<file path="config.mk">
export PLATFORM = sky130hd
export DESIGN_NAME = alu_exec_ctrl
export DESIGN_NICKNAME = d
export VERILOG_FILES = /design/src/rtl/alu_exec_ctrl.sv
export SDC_FILE = /design/constraint.sdc
export NUM_CORES = 1
export LEC_CHECK = 0
export CAP_MARGIN = 20
export CORE_ASPECT_RATIO = 1.2
export CORE_MARGIN = 8
export CORE_UTILIZATION = 55
export CTS_BUF_LIST = sky130_fd_sc_hd__clkbuf_16
export DETAILED_ROUTE_END_ITERATION = 7
export DONT_BUFFER_PORTS = 1
export PLACE_DENSITY_LB_ADDON = 0.1
export SLEW_MARGIN = 5
export SYNTH_ARGS = -nofsm -noshare
export SYNTH_HDL_FRONTEND = slang
export SYNTH_SLANG_ARGS = --single-unit
</file>
<file path="constraint.sdc">
create_clock -name clk -period 2.6 [get_ports clk]
set_input_delay 0.52 -clock clk [delete_from_list [all_inputs] [get_ports clk]]
set_output_delay 0.52 -clock clk [all_outputs]
set_load 0.005 [all_outputs]
</file>
<file path="src/rtl/alu_exec_ctrl.sv">
// Execute-stage controller feeding a 16-bit ALU: fetches operands from an 8x16
// register file, drives the ALU, and retires results into the regfile and NZCV flags.
module alu_exec_ctrl #(
    parameter int NREGS = 8,
    parameter int DW    = 16
) (
    input  logic          clk,
    input  logic          rst_n,
    input  logic          in_valid,
    input  logic [15:0]   in_instr,
    output logic          in_ready,
    output logic [DW-1:0] alu_x,
    output logic [DW-1:0] alu_y,
    output logic [3:0]    alu_c,
    input  logic [DW-1:0] alu_z,
    input  logic          alu_cout,
    input  logic          alu_ovf,
    input  logic          alu_lt,
    input  logic          alu_eq,
    output logic          done,
    output logic          err,
    output logic [DW-1:0] result,
    output logic [3:0]    flags,
    input  logic [2:0]    dbg_addr,
    output logic [DW-1:0] dbg_data
);

    typedef enum logic [1:0] {IDLE, READ, EXEC, WB} state_t;

    localparam logic [3:0] OP_AND = 4'b0000;
    localparam logic [3:0] OP_OR  = 4'b0001;
    localparam logic [3:0] OP_ADD = 4'b0010;
    localparam logic [3:0] OP_SUB = 4'b0011;
    localparam logic [3:0] OP_SLT = 4'b0111;
    localparam logic [3:0] OP_CMP = 4'b1000;
    localparam logic [3:0] OP_LDI = 4'b1001;

    state_t        state;
    logic [15:0]   instr_q;
    logic [DW-1:0] regs [NREGS];

    logic [3:0]    op;
    logic [2:0]    rd, rs1, rs2;
    logic [8:0]    imm;
    logic          new_legal;

    assign op  = instr_q[15:12];
    assign rd  = instr_q[11:9];
    assign rs1 = instr_q[8:6];
    assign rs2 = instr_q[5:3];
    assign imm = instr_q[8:0];

    always_comb begin
        new_legal = 1'b0;
        case (in_instr[15:12])
            OP_AND, OP_OR, OP_ADD, OP_SUB, OP_SLT, OP_CMP, OP_LDI: new_legal = 1'b1;
            default: new_legal = 1'b0;
        endcase
    end

    assign dbg_data = regs[dbg_addr];

    always_ff @(posedge clk or negedge rst_n) begin
        if (!rst_n) begin
            state    <= IDLE;
            instr_q  <= '0;
            in_ready <= 1'b1;
            alu_x    <= '0;
            alu_y    <= '0;
            alu_c    <= '0;
            done     <= 1'b0;
            err      <= 1'b0;
            result   <= '0;
            flags    <= '0;
            for (int i = 0; i < NREGS; i++) regs[i] <= '0;
        end else begin
            done <= 1'b0;
            err  <= 1'b0;
            case (state)
                IDLE: begin
                    if (in_valid) begin
                        instr_q  <= in_instr;
                        in_ready <= 1'b0;
                        // Illegal opcodes skip straight to retire with the error pulse.
                        if (new_legal) begin
                            state <= READ;
                        end else begin
                            state <= WB;
                            done  <= 1'b1;
                            err   <= 1'b1;
                        end
                    end
                end
                READ: begin
                    if (op != OP_LDI) begin
                        alu_x <= regs[rs1];
                        alu_y <= regs[rs2];
                        alu_c <= (op == OP_CMP) ? OP_SUB : op;
                    end
                    state <= EXEC;
                end
                EXEC: begin
                    if (op == OP_LDI) begin
                        regs[rd] <= {{(DW-9){1'b0}}, imm};
                        result   <= {{(DW-9){1'b0}}, imm};
                    end else if (op == OP_CMP) begin
                        flags <= {alu_lt, alu_eq, alu_cout, alu_ovf};
                    end else begin
                        regs[rd] <= alu_z;
                        result   <= alu_z;
                        flags    <= {alu_z[DW-1], (alu_z == '0), alu_cout, alu_ovf};
                    end
                    state <= WB;
                    done  <= 1'b1;
                end
                WB: begin
                    state    <= IDLE;
                    in_ready <= 1'b1;
                end
                default: state <= IDLE;
            endcase
        end
    end

endmodule

</file>
# --- Word level (Yosys, flattened, before mapping) ---
# Cells that the tools add are included.
word_totals:
  ff_bits: 205
  in_bits: 42
  wordCells: 82
classes:
  magnitude_cmp: 5
  eq_ne: 14
  n_mux: 29
  n_bitwise: 5
  n_reduce_logical: 11
op_table:
  columns: ["operator", "n"]
  rows:
  - ["$bwmux W128", 2]
  - ["$mux W128", 2]
  - ["$bmux W16 S3", 3]
  - ["$mux W16", 9]
  - ["$demux W16 S3", 1]
  - ["$eq A4 B4 Y1 const B", 4]
  - ["$ge A4 B4 Y1 const B", 4]
  - ["$logic_not A16 Y1", 1]
  - ["$not A3 Y4", 4]
  - ["$reduce_and A2 Y1", 5]
  - ["$eq A4 B2 Y1 const B", 2]
  - ["$mux W4", 2]
  - ["$pmux W2 S4", 1]
  - ["$reduce_or A7 Y1", 1]
  - ["$mux W1", 5]
  - ["$eq A2 B2 Y1 const B", 2]
  - ["$eq A4 B1 Y1 const B", 1]
  - ["$eq A4 B3 Y1 const B", 1]
  - ["$logic_not A4 Y1", 1]
  - ["$lt A4 B1 Y1 const B", 1]
  - ["$mux W2", 2]
  - ["$ne A4 B4 Y1 const B", 1]
  - ["$pmux W1 S2", 2]
  - ["$eq A2 B1 Y1 const B", 1]
  - ["6 further kinds", 6]

# --- Longest topological paths before layout ---
logic_depth:
  ltp_word: 8
  depth_mapped: 8
  mapped_depth_nobuf: 6

# --- Worst setup path before layout ---
# No wires, ideal clock.
synth_path:
  kind: "in2out"
  from: "input port dbg_addr[0]"
  to: "output port dbg_data[0]"
  arrival_ns: 1.830
  required_ns: 2.080
  path_slack_ns: 0.250
  stages: 4
  n_path_buf: 2
  path_cell_list: "clkbuf_1 -> buf_2 -> mux4_2 -> mux2_2"
synth_between:
  elab_chain_len: 4
synth_lines:
  columns: ["element", "line", "source"]
  rows:
  - ["start: declaration", "24", "input logic [2:0] dbg_addr,"]
  - ["$not A3 Y4 (implied by the code)", "61", "assign dbg_data = regs[dbg_addr];"]
  - ["$bmux W16 S3", "61", null]
  - ["$mux W16 (implied by the code) (2 in series)", "61", null]
  - ["end: declaration", "25", "output logic [DW-1:0] dbg_data"]
# No other way between the ends. The select of a mux whose other input is x is not followed.

# --- Worst setup path in the final report ---
layout_path:
  from: "register regs[69] (netlist bit)"
  to: "output port dbg_data[5]"
layout_between:
  elab_chain_len: 3
layout_lines:
  columns: ["element", "line", "source"]
  rows:
  - ["start: declaration", "40", "logic [DW-1:0] regs [NREGS];"]
  - ["start signal: indexed assignment", "104", "regs[rd] <= {{(DW-9){1'b0}}, imm};"]
  - ["start signal: indexed assignment", "109", "regs[rd] <= alu_z;"]
  - ["$bmux W16 S3", "61", null]
  - ["$mux W16 (implied by the code) (2 in series)", "61", null]
# No other way between the ends. The select of a mux whose other input is x is not followed.

==> impl_metrics.toml <==
[grt]
overflow = 0
grt_use_met1 = 0.322
use_met2 = 0.406
grt_max_degree = 206
grt_pass1_vias = 7908
top_usage_layer = "met2"
grt_util_met3 = 0.0552
track_usage = 0.247
grt_pass1_wl_um = 46200
antenna_found_initial = 0

[sta]
finalSetupTns_ps = 0
setup_viol = 0
hold_ws_ps = -270
period_share = 0.860
setup_slack_ps = 365
max_freq_mhz = 447
clock_skew_ps = 9.00
slew_viol_final = 0
rsz0062_at_grt = "no"
hold_violations = 204
relSlewSlack = 0.431
period_needed_ps = 2240
tightestPinTransition_ps = 852

[logic_synthesis]
yosysTopAreaCellShare = 0.483
yosys_warnings = 0
synth-async-reset-ratio = 1.00
synthAdderAreaFrac = 0.00473
synth_nets = 1057
syn_area_sq_um = 10600
synthSimpleGateAreaFrac = 0.116
ys_seq_area_frac = 0.485
synth.most_common_cell = "nand2_1"
synth_cell_type_count = 38
avgSynthCellArea_sq_um = 10.5
synth_xor_area_frac = 0
netlist_instances = 1011
synth_largest_area_cell = "dfrtp_1"
synthMuxAreaShare = 0.239
synth-edff-count = 0
synth-main-ff-cell = "dfrtp_1"
synth_area_leaders = "dfrtp_1 (48%), mux2i_1 (13%), nand2_1 (7.9%)"
synthTopCellsByCount = "nand2_1 (224), dfrtp_1 (204), o21ai_0 (147)"
synth_top_family_by_area = "multiplexers"
synth_compound_area_frac = 0.120
yosys_register_bits = 205

[critical_path]
max_stage_delay_ps = 500
r2r_slack_ps = 650
crit_chain = "mux4_2 > mux2_2"
reg2reg_depth = 5
crit_fanout = 4
slowest_stage = "mux4_2"
crit_required_ps = 2080
path_delay_family = "multiplexers"
r2r-start = "instr_q[6]$_DFFE_PN0P_"
cp.arrival_ps = 1720
worstSetupPathType = "register to output port"
start_kind = "register"
worst_setup_path_end_kind = "output port"
crit_buf_inv = 0
rr_endpoint = "alu_x[1]$_DFFE_PN0P_"
worst-path-stages = 2

[cts]
clock_latency_ps = 500
cts_buffers = 21
cts-root-buf = "clkbuf_16"
h-tree-depth = 1
cts_tree = "yes"
post_cts_buffers = 0
clk_pin_slew_ps = 60
clkSinkCount = 205
cts_resized = 0
cts_buffer_depth = 3

[floorplan]
row_count = 55
core_area_sq_um = 18900
die_x_um = 143
die-area_sq_um = 23900
initial_utilization = 0.561
dieHeight_um = 168
ios = 117

[detailed_routing]
finalWirelength_um = 29200
via_count = 7744
routed_via_density = 6.13
routedWlPerCell_um = 23.1
drt_iter0_markers = 752
ant_nets = 0
drc_errors = 0
drt_first_pass_iters = 5

[hold_path]
hold_class = "primary input to async pin"

[final_layout]
drive_gt1_frac = 0.136
final_nets = 1039
area_growth_pct = 8.52
final_area_sq_um = 11500
antenna_cells = 0

[placement]
io_buffers = 0
hpwl_um = 18400
place_area_sq_um = 10900
gp_congestion = 0.818
place_ws_ps = 679

[status]
status = "finished, violations left"
violations = "hold timing"

[power]
p_leak_nw = 5.37
power_density_nw_per_um2 = 1410
peakVddDrop_mv = 0.667
p_total_mw = 16.2

[flow_run]
cap_violations = 0
sequential cells by signal (all words and copies together), names as in the netlist:
name      flops
regs        128
alu_x        16
alu_y        16
instr_q      16
result       16
alu_c         4
flags         4
state         2
done          1
err           1
in_ready      1
where the power goes:
| part | internal [mW] | switching, mW | total, mW | leakage (nW) |
|---|---|---|---|---|
| Sequential | 4.88 | 1.88 | 6.76 | 2.44 |
| Clock | 1.56 | 1.23 | 2.79 | 0.316 |
| Combinational | 3.15 | 3.48 | 6.63 | 2.62 |
layout by cell type (no fill, tap or decap), types with 3 or more instances in the layout:
cell and instances:
nand2_1 224, dfrtp_1 202, o21ai_0 147, mux2i_1 138, a22oi_1 61, nand3_1 38
buf_4 35, mux4_2 34, mux2_2 34, clkbuf_16 21, nor2_1 9, inv_1 8
clkinv_1 7, nor2b_1 4, a21oi_1 4, ha_1 4, clkinv_2 4, and2_1 3
nor4_1 3
routing by layer:
metal	vias to the layer above	share of wire
met5	-	0
met2	258	0.48
met3	58	0.071
li1	3598	-
met1	3830	0.42
met4	0	0.026
worst reg2reg max path, stage by stage, from the launching register on:
cell and delay, ps:
dfrtp_1 470, nor2b_1 700, buf_4 330, a22oi_1 110, nand3_1 160, nand2_1 60
stage by stage:
stage,utilization,instances
floorplan,-,1011
global placement,0.576,1226
detailed placement,0.576,1226
CTS,0.609,1263
global route,0.609,1263
finish,0.609,1263
layout make-up:
type	count	area, sq um
well taps	256	320
fillers	1632	7380
clock inverters	16	95.1
repair buffers	37	303
inverters	5	18.8
clock buffers	21	526
flip-flops and latches	205	5140
multi-input cells	723	5080
cells by family (layout without fill, tap and decap cells):
logic type	count (synthesis)	count (layout)
AOI/OAI and AO/OA	219	219
adders and majority gates	4	4
buffers and inverters	83	79
DFF	205	205
muxes	206	206
and+or+nand+nor	294	294
worst max path at each step:
stage | end | from | slack (ps)
floorplan | dbg_data[0] | dbg_addr[0] | 250
CTS | dbg_data[5] | regs[69]$_DFFE_PN0P_ | 350
detailed placement | regs[18]$_DFFE_PN0P_ | instr_q[13]$_DFFE_PN0P_ | 680
global placement | regs[19]$_DFFE_PN0P_ | instr_q[14]$_DFFE_PN0P_ | 740
global route | dbg_data[15] | regs[15]$_DFFE_PN0P_ | 320
finish | dbg_data[5] | regs[69]$_DFFE_PN0P_ | 360
Note: power is estimated with default switching activity, not from simulation.
